**src/rtl/cobra_pkg.sv**
```systemverilog
// Shared definitions for the Cobra core and its program loader.
package cobra_pkg;

    typedef enum logic [2:0] {
        ST_IDLE = 3'd0,
        ST_LEN  = 3'd1,
        ST_DATA = 3'd2,
        ST_CSUM = 3'd3,
        ST_DONE = 3'd4,
        ST_ERR  = 3'd5
    } ldr_state_e;

    localparam int BYTES_PER_WORD = 4;
    localparam int IM_DEPTH       = 256;

    // Instruction field positions, shared with the core decoder.
    localparam int INSN_JMP_BIT    = 31;
    localparam int INSN_CJMP_BIT   = 30;
    localparam int INSN_WDSEL_HI   = 29;
    localparam int INSN_WDSEL_LO   = 28;
    localparam int INSN_ALUOP_HI   = 27;
    localparam int INSN_ALUOP_LO   = 23;
    localparam int INSN_RA1_HI     = 22;
    localparam int INSN_RA1_LO     = 18;
    localparam int INSN_RA2_HI     = 17;
    localparam int INSN_RA2_LO     = 13;
    localparam int INSN_IMM_HI     = 12;
    localparam int INSN_IMM_LO     = 5;
    localparam int INSN_WA_HI      = 4;
    localparam int INSN_WA_LO      = 0;

    // Running frame checksum: byte-wise XOR.
    function automatic logic [7:0] csum_update(input logic [7:0] acc, input logic [7:0] b);
        return acc ^ b;
    endfunction

endpackage

```
**src/rtl/cobra_word_assembler.sv**
```systemverilog
// Collects four stream bytes, MSB first, into one 32-bit instruction word.
// word holds its value between completions; word_valid pulses one cycle
// after the byte that completes a word.
module cobra_word_assembler
    import cobra_pkg::*;
(
    input  logic        CLK,
    input  logic        RST,
    input  logic        clr,
    input  logic        byte_valid,
    input  logic [7:0]  byte_in,
    output logic        lane_last,
    output logic [31:0] word,
    output logic        word_valid
);

    logic [1:0]  lane_r;
    logic [23:0] shift_r;
    logic [31:0] word_r;
    logic        word_valid_r;

    assign lane_last  = (lane_r == 2'(BYTES_PER_WORD - 1));
    assign word       = word_r;
    assign word_valid = word_valid_r;

    // Lane counter, shift register and completed-word capture.
    always_ff @(posedge CLK) begin
        if (RST) begin
            lane_r       <= 2'd0;
            shift_r      <= 24'd0;
            word_r       <= 32'd0;
            word_valid_r <= 1'b0;
        end else if (clr) begin
            lane_r       <= 2'd0;
            shift_r      <= 24'd0;
            word_valid_r <= 1'b0;
        end else begin
            word_valid_r <= 1'b0;
            if (byte_valid) begin
                shift_r <= {shift_r[15:0], byte_in};
                lane_r  <= lane_r + 2'd1;
                if (lane_last) begin
                    word_r       <= {shift_r, byte_in};
                    word_valid_r <= 1'b1;
                end
            end
        end
    end

endmodule

```
**src/rtl/cobra_prog_loader.sv**
```systemverilog
// Byte-serial loader for the Cobra instruction memory. Receives
// [count, words MSB first, XOR checksum], writes one word per four bytes
// and keeps the core in reset until a frame with a good checksum ends.
module cobra_prog_loader
    import cobra_pkg::*;
#(
    parameter int ADDR_W  = 8,
    parameter int TIMEOUT = 1000
) (
    input  logic              CLK,
    input  logic              RST,
    input  logic              start,
    input  logic [7:0]        rx_data,
    input  logic              rx_valid,
    output logic              rx_ready,
    output logic              im_we,
    output logic [ADDR_W-1:0] im_wa,
    output logic [31:0]       im_wd,
    output logic              core_rst,
    output logic              busy,
    output logic              done,
    output logic              err
);

    localparam int TMR_W = (TIMEOUT > 1) ? $clog2(TIMEOUT + 1) : 1;

    ldr_state_e        state_r, state_nxt_s;
    logic              hs_s, start_ok_s, expire_s, last_word_s, busy_nxt_s;
    logic              lane_last_s, asm_valid_s, asm_byte_s;
    logic [31:0]       asm_word_s;
    logic [7:0]        cnt_r, acc_r;
    logic [ADDR_W-1:0] widx_r, wa_r;
    logic [TMR_W-1:0]  tmr_r;
    logic              rx_ready_r, core_rst_r, busy_r, done_r, err_r;

    assign hs_s        = rx_valid & rx_ready_r;
    assign start_ok_s  = start & ((state_r == ST_IDLE) | (state_r == ST_ERR));
    // A handshake in the expiry cycle takes precedence over the timeout.
    assign expire_s    = (TIMEOUT != 0) & busy_r & ~hs_s & (tmr_r == TMR_W'(TIMEOUT - 1));
    assign last_word_s = ((ADDR_W+1)'(widx_r) + (ADDR_W+1)'(1'b1)) == (ADDR_W+1)'(cnt_r);
    assign asm_byte_s  = hs_s & (state_r == ST_DATA);
    assign busy_nxt_s  = (state_nxt_s == ST_LEN) | (state_nxt_s == ST_DATA) |
                         (state_nxt_s == ST_CSUM);

    cobra_word_assembler u_asm (
        .CLK        (CLK),
        .RST        (RST),
        .clr        (start_ok_s),
        .byte_valid (asm_byte_s),
        .byte_in    (rx_data),
        .lane_last  (lane_last_s),
        .word       (asm_word_s),
        .word_valid (asm_valid_s)
    );

    // State register.
    always_ff @(posedge CLK) begin
        if (RST) begin
            state_r <= ST_IDLE;
        end else begin
            state_r <= state_nxt_s;
        end
    end

    // Next-state decode.
    always_comb begin
        state_nxt_s = state_r;
        case (state_r)
            ST_IDLE: begin
                if (start) state_nxt_s = ST_LEN;
                else       state_nxt_s = ST_IDLE;
            end
            ST_LEN: begin
                if (hs_s)          state_nxt_s = (rx_data == 8'd0) ? ST_CSUM : ST_DATA;
                else if (expire_s) state_nxt_s = ST_ERR;
                else               state_nxt_s = ST_LEN;
            end
            ST_DATA: begin
                if (hs_s && lane_last_s && last_word_s) state_nxt_s = ST_CSUM;
                else if (expire_s)                      state_nxt_s = ST_ERR;
                else                                    state_nxt_s = ST_DATA;
            end
            ST_CSUM: begin
                if (hs_s)          state_nxt_s = (rx_data == acc_r) ? ST_DONE : ST_ERR;
                else if (expire_s) state_nxt_s = ST_ERR;
                else               state_nxt_s = ST_CSUM;
            end
            ST_DONE: state_nxt_s = ST_IDLE;
            ST_ERR: begin
                if (start) state_nxt_s = ST_LEN;
                else       state_nxt_s = ST_ERR;
            end
            default: state_nxt_s = ST_IDLE;
        endcase
    end

    // Status outputs, registered from the next state so they track state_r.
    always_ff @(posedge CLK) begin
        if (RST) begin
            rx_ready_r <= 1'b0;
            busy_r     <= 1'b0;
            core_rst_r <= 1'b0;
            done_r     <= 1'b0;
            err_r      <= 1'b0;
        end else begin
            rx_ready_r <= busy_nxt_s;
            busy_r     <= busy_nxt_s;
            core_rst_r <= busy_nxt_s | (state_nxt_s == ST_ERR);
            done_r     <= (state_nxt_s == ST_DONE);
            err_r      <= (state_nxt_s == ST_ERR);
        end
    end

    // Count, checksum accumulator, word index, write address and idle timer.
    always_ff @(posedge CLK) begin
        if (RST) begin
            cnt_r  <= 8'd0;
            acc_r  <= 8'd0;
            widx_r <= '0;
            wa_r   <= '0;
            tmr_r  <= '0;
        end else if (start_ok_s) begin
            acc_r  <= 8'd0;
            widx_r <= '0;
            tmr_r  <= '0;
        end else begin
            if (hs_s)        tmr_r <= '0;
            else if (busy_r) tmr_r <= tmr_r + TMR_W'(1);
            else             tmr_r <= tmr_r;

            if (hs_s && (state_r == ST_LEN)) begin
                cnt_r <= rx_data;
                acc_r <= rx_data;
            end else if (asm_byte_s) begin
                acc_r <= csum_update(acc_r, rx_data);
            end else begin
                acc_r <= acc_r;
            end

            if (asm_byte_s && lane_last_s) begin
                wa_r   <= widx_r;
                widx_r <= widx_r + ADDR_W'(1);
            end
        end
    end

    assign rx_ready = rx_ready_r;
    assign im_we    = asm_valid_s;
    assign im_wa    = wa_r;
    assign im_wd    = asm_word_s;
    assign core_rst = core_rst_r;
    assign busy     = busy_r;
    assign done     = done_r;
    assign err      = err_r;

endmodule

```
**config.mk**
```make
export PLATFORM = sky130hd
export DESIGN_NAME = cobra_prog_loader
export DESIGN_NICKNAME = d
export VERILOG_FILES = /design/src/rtl/cobra_pkg.sv /design/src/rtl/cobra_word_assembler.sv /design/src/rtl/cobra_prog_loader.sv
export SDC_FILE = /design/constraint.sdc
export NUM_CORES = 1
export LEC_CHECK = 0
export CAP_MARGIN = 40
export CORE_MARGIN = 2
export CORE_UTILIZATION = 50
export DETAILED_ROUTE_END_ITERATION = 8
export GPL_TIMING_DRIVEN = 1
export PLACE_DENSITY = 0.76
export SYNTH_ARGS = -nofsm -noshare
export SYNTH_HDL_FRONTEND = slang
export SYNTH_SLANG_ARGS = --single-unit
```
**constraint.sdc**
```tcl
create_clock -name CLK -period 2.45 [get_ports CLK]
set_input_delay 0.735 -clock CLK [delete_from_list [all_inputs] [get_ports CLK]]
set_output_delay 0.735 -clock CLK [all_outputs]
set_load 0.005 [all_outputs]
```
==> Word-level counts from Yosys, hierarchy flattened <==
Cells that the tools add are included.
{ "word_totals": {"register_bits": 108, "input_bits": 12, "out_inout_bits": 46, "wordCells": 71} }
{ "classes": {"addsub": 4, "n_eq_ne": 13, "mux": 14, "bitwise": 13, "reduce_logical": 13} }
{ "op_table": {"columns": ["op", "n"], "rows": [
  ["$mux 3", 7],
  ["$mux 8", 2],
  ["$pmux 3 s5", 1],
  ["$eq 3x2->1 const B", 4],
  ["$add 10x1->10 const B", 1],
  ["$eq 10x10->1 const B", 1],
  ["$add 8x1->9 const B", 1],
  ["$eq 3x3->1 const B", 3],
  ["$eq 9x8->1", 1],
  ["$add 8x1->8 const B", 1],
  ["$eq 8x8->1", 1],
  ["$logic_not 8->1", 1],
  ["$xor 8x8->8", 1],
  ["$eq 3x1->1 const B", 2],
  ["$reduce_or 3->1", 2],
  ["$and 1x1->1", 5],
  ["$logic_and 1x1->1", 4],
  ["$mux 1", 4],
  ["$or 1x1->1", 4],
  ["$reduce_and 2->1", 2],
  ["$logic_not 3->1", 1],
  ["$not 1->1", 3],
  ["$reduce_and 3->1", 1],
  ["$add 2x1->2 const B", 1],
  ["other kinds (3)", 3]
]} }

==> Logic depth before layout (Yosys ltp) <==
{ "logic_depth": {"word_depth": 11, "ltp_mapped": 8, "ltp_nobuf": 6} }

==> Modules after synthesis <==
From an unflattened synthesis, not the netlist that was laid out.
{ "unflattened": {"hier_cells": 544, "area_unflattened_um2": 4889.7} }
{ "by_module_without_submodules": {"columns": ["mod", "n_inst", "cells_each", "area_each_um2", "seq_area_each_um2"], "rows": [
  ["cobra_prog_loader", 1, 315, 2488.6, 980.9],
  ["cobra_word_assembler", 1, 229, 2401.1, 1181.1]
]} }

==> Worst setup path before layout <==
Ideal clock, no wire load.
{ "synth_path": {"kind": "register to register", "from": "reg widx_r[0]", "to": "reg done_r (netlist: done)", "setup_time_ps": 116, "t_arrival_ps": 1803, "required_ps": 2334, "slack_ps": 531, "path_stages_with_launch": 7, "path_buffers": 0, "synth_period_minus_slack_ps": 1919, "cell_sequence": "dfxtp_1 > ha_1 > and3_4 > and3_4 > mux2_2 > a211o_1 > and3b_1"} }
{ "synth_via": {"elab_chain_cells": 6} }
{ "synth_lines": {"columns": ["element", "line_no", "rtl"], "rows": [
  ["start: declaration", "cobra_prog_loader.sv:32", "logic [ADDR_W-1:0] widx_r, wa_r;"],
  ["start signal: assignment", "cobra_prog_loader.sv:142", "widx_r <= widx_r + ADDR_W'(1);"],
  ["$add 8x1->9", "cobra_prog_loader.sv:40", "assign last_word_s = ((ADDR_W+1)'(widx_r) + (ADDR_W+1)'(1'b1)) == (ADDR_W+1)'(cnt_r);"],
  ["$eq 9x8->1", "cobra_prog_loader.sv:40", null],
  ["$logic_and 1x1->1", "cobra_prog_loader.sv:79", "if (hs_s && lane_last_s && last_word_s) state_nxt_s = ST_CSUM;"],
  ["$mux 3", "cobra_prog_loader.sv:79", null],
  ["$pmux 3 s5", "cobra_prog_loader.sv:68", "case (state_r)"],
  ["$eq 3x3->1", "cobra_prog_loader.sv:109", "done_r <= (state_nxt_s == ST_DONE);"],
  ["end signal: assignment", "cobra_prog_loader.sv:109", null],
  ["end: declaration", "cobra_prog_loader.sv:34", "logic rx_ready_r, core_rst_r, busy_r, done_r, err_r;"]
]} }
Every way passes these cells.
A chain may end at the register's enable or synchronous reset.

==> Worst setup path in the final report <==
{ "layout_path": {"from": "in rx_valid", "to": "reg acc_r[7]"} }
{ "layout_via": {"elab_chain_cells": 3, "word_cells_on_any_way": 5, "cone_classes": "mux: 1; bitwise: 2; reduce/logical: 2"} }
{ "layout_lines": {"columns": ["element", "line_no", "rtl"], "rows": [
  ["start: declaration", "cobra_prog_loader.sv:14", "input logic rx_valid,"],
  ["$and 1x1->1 (*)", "cobra_prog_loader.sv:36", "assign hs_s = rx_valid & rx_ready_r;"],
  ["$and 1x1->1 / $logic_and 1x1->1 (equally long branches)", "cobra_prog_loader.sv:41, cobra_prog_loader.sv:131", null],
  ["$reduce_bool 2->1 (no line) / $mux 8 (equally long branches)", null, null],
  ["end signal: assignment", "cobra_prog_loader.sv:133", "acc_r <= rx_data;"],
  ["end signal: assignment", "cobra_prog_loader.sv:135", "acc_r <= csum_update(acc_r, rx_data);"],
  ["end signal: assignment", "cobra_prog_loader.sv:137", "acc_r <= acc_r;"],
  ["end: declaration", "cobra_prog_loader.sv:31", "logic [7:0] cnt_r, acc_r;"]
]} }
Every way passes the cells marked *; elsewhere a longest branch is shown, timed or not.

==> results.tsv <==
metric	value	unit
dpl cells	691	
Worst-Skew Late Latency	0.38	ns
syn avg cell area	8.25	um2
Die ar.	9560	um2
Multi-input gate area	2080	um2
largest family of logic cells by synthesized area	simple AND/OR/NAND/NOR gates	
I/O pin total	58	
CP arrival	2.53	ns
clock power share	0.349	
Post-Synth XOR/XNOR Area	0.0697	
critical path class	in -> reg	
worst slew pin tran	0.503	ns
Seq/Total Area, Yosys	0.492	
HP Class	reg -> reg	
fin crit period	2.23	ns
Post-Syn Nets	548	
Post-DP HPWL	6880	um
Internal	2260	uW
crit share post-route	0.908	
crit path launch type	primary input	
drt wl/cell	13.8	um
Clock Tree Buf Depth	2	
Storage cell area	2160	um2
Comb pwr share	0.058	
simple logic cell fraction of the synthesized area	0.241	
mux cell area share after synthesis	0.00939	
core region area	8640	um2
GR Util All Layers	0.213	
Max stage delay on crit path	0.58	ns
Sw Ratio	0.250	
Psw	751	uW
Cell Pwr Density	557	nW/um2
worst-path cell chain	clkdlybuf4s50_1 -> nand2_4 -> or4b_1 -> buf_4 -> o21ai_0 -> nand2_1 -> a21oi_1	
Final setup viols	0	
Area Overhead vs Synth	22.9	%
WL final	9740	um
Root Buffer	clkbuf_8	
DRC viols	0	
initial core utilization	0.509	
Ys Warns	0	
FF+latch count, synth	108	
Worst Path Required	2.76	ns
status	finished, final reports clean	
GP Congestion	0.863	
TritonCTS clock tree	built	
Post-synth EDFFs	0	
asr flop ratio synth	0	
compound-gate portion of the synthesized area	0.142	
final net count	609	
Die X-Extent	97.8	um
Slew Viols, Final	0	
DRT Pass-1 Iters	4	
Critical Path Sink Type	flop	
Post-Route Utilization	0.625	
Slew HR	0.664	
Synth Flop Type	dfxtp_1	
fmax	0.449	GHz
Mapped Area	4400	um2
maximum fanout along the worst path	13	
clk sinks	108	
Port Buf Inserts	57	
largest net degree at the start of global routing	39	
share of layout cells above drive strength 1	0.110	
Post-CTS Resized	0	
Reg power frac	0.593	
vias per cell	5.28	
# H-tree levels	3	
CTS Buf Count	9	
Final Non-Filler Cells	707	
CTS hold repair buffers	0	
Syn Inst Count	533	
Max VDD drop	0.000387	V
Layout Skew	0.0106	ns
Clock transition at path regs	0.10	ns
final hold vios	0	
Crit-path slowest cell	clkdlybuf4s50_1	
post-synthesis adder-cell area fraction	0.00854	
number of library cell types mapped by synthesis	50	
Iteration-0 DRC Markers	197	
final global-route overflow total	0	
# fillers	737	
first-pass GRT wire length	16600	um
Antenna diodes	0	
Cell Rows	34	
Chip Height	97.8	um
post-route ant nets	0	
Vias	3730	
postcts setup bufs	0	
Static Leak	0.00184	uW
antenna violations before repair	0	
RSZ-0062 raised after global routing	no	
vias in the first global route	3597	
MaxCap Viol Count	0	
logic make-up (layout without fill, tap and decap cells):
family          count (synthesis)  in the layout
buf+inv                        36            102
mux                             4              4
fa+ha+maj                       3              3
xor+xnor                       35             35
compound gates                107            107
flops                         108            108
simple gates                  240            240
layout make-up:
| cell class | count | area share |
|---|---|---|
| Sequential cell | 108 | 0.400 |
| Timing Repair Buffer | 85 | 0.153 |
| Clock inverter | 6 | 0.0109 |
| Inverter | 1 | 0.000695 |
| Multi-Input combinational cell | 389 | 0.385 |
| Clock buffer | 10 | 0.0255 |
| Tap cell | 108 | 0.0250 |
cells in the final DEF, fill, tap and decap left out, types with 3 or more instances in the layout:
cell	n
ha_1	3
a21oi_2	5
o21ai_2	5
clkbuf_8	10
mux2i_1	3
dfxtp_1	108
nor4_1	5
xor2_1	22
buf_12	4
nand2_1	165
nor2_1	25
o21ai_0	3
nand3_1	13
buf_4	24
and3_1	4
and4_1	3
xnor2_1	13
a21oi_1	79
clkdlybuf4s50_1	56
nand4_1	3
a31oi_1	4
nand2b_1	4
flip-flops by register name, indices dropped and copies added, names as in the netlist:
| register | count |
|---|---|
| u_asm.word | 32 |
| u_asm.shift_r | 24 |
| tmr_r | 10 |
| acc_r | 8 |
| cnt_r | 8 |
| im_wa | 8 |
| widx_r | 8 |
| state_r | 3 |
| u_asm.lane_r | 2 |
| busy | 1 |
| core_rst | 1 |
| done | 1 |
| err | 1 |
| u_asm.word_valid | 1 |
power groups by stage:
stage / sequential [uW] / clock (uW) / combinational, uW
final: 1780 / 1050 / 173
after global routing: 1790 / 1140 / 186
after CTS: 1780 / 1080 / 173
after detailed placement: 1830 / 0 / 172
after global placement: 1820 / 0 / 168
after floorplan: 1810 / 0 / 103
stage by stage:
step,power [uW],TNS (ns),hold slack [ns],worst slack (ns),cell area [um2]
6_report,3010,0,0.459,0.225,5400
5_1_grt,3120,0,0.475,0.134,5400
4_1_cts,3030,0,0.461,0.215,5400
3_5_place_dp,2000,-2.96,0.446,-0.158,5200
3_3_place_gp,1990,-1.81,0.442,-0.112,5200
2_1_floorplan,1920,0,0.432,0.531,4400
cells in the mapped netlist, types with 3 or more instances:
cell type | instances | area, um2
dfxtp_1 | 108 | 2160
buf_2 | 9 | 45.0
buf_4 | 3 | 22.5
a21oi_1 | 79 | 395
nor4_1 | 5 | 31.3
nand2b_1 | 4 | 25.0
nor2_1 | 25 | 93.8
nand2_1 | 165 | 619
and4_1 | 3 | 26.3
nand4_1 | 3 | 18.8
ha_1 | 3 | 37.5
clkbuf_1 | 21 | 78.8
xnor2_1 | 13 | 114
mux2i_1 | 3 | 30.0
nand3_1 | 13 | 65.1
o21ai_2 | 5 | 43.8
xor2_1 | 22 | 193
a21oi_2 | 5 | 43.8
and3_1 | 4 | 25.0
o21ai_0 | 3 | 15.0
a31oi_1 | 4 | 25.0
worst max-delay path: cells and delay by family:
| kind | cells | cell delay (ns) |
|---|---|---|
| buf+inv | 2 | 0.80 |
| simple gates | 3 | 0.66 |
| compound gates | 2 | 0.34 |
final timing paths:
kind         startpoint        to  slack, ns  depth (start not counted)
max            rx_valid  acc_r[7]       0.22                          7
max reg2reg   widx_r[0]      done       0.34                          6
min reg2reg    im_wa[5]  im_wa[5]       0.46                          2
min            im_wa[5]  im_wa[5]       0.46                          2
metal layers:
layer | up-vias | track usage | share of wire
met4 | 0 | 0.0833 | 0.023
li1 | 1894 | - | -
met1 | 1722 | 0.274 | 0.46
met5 | - | 0 | 0
met2 | 92 | 0.355 | 0.47
met3 | 22 | 0.0415 | 0.042
Power figures use the tool's default switching activity.
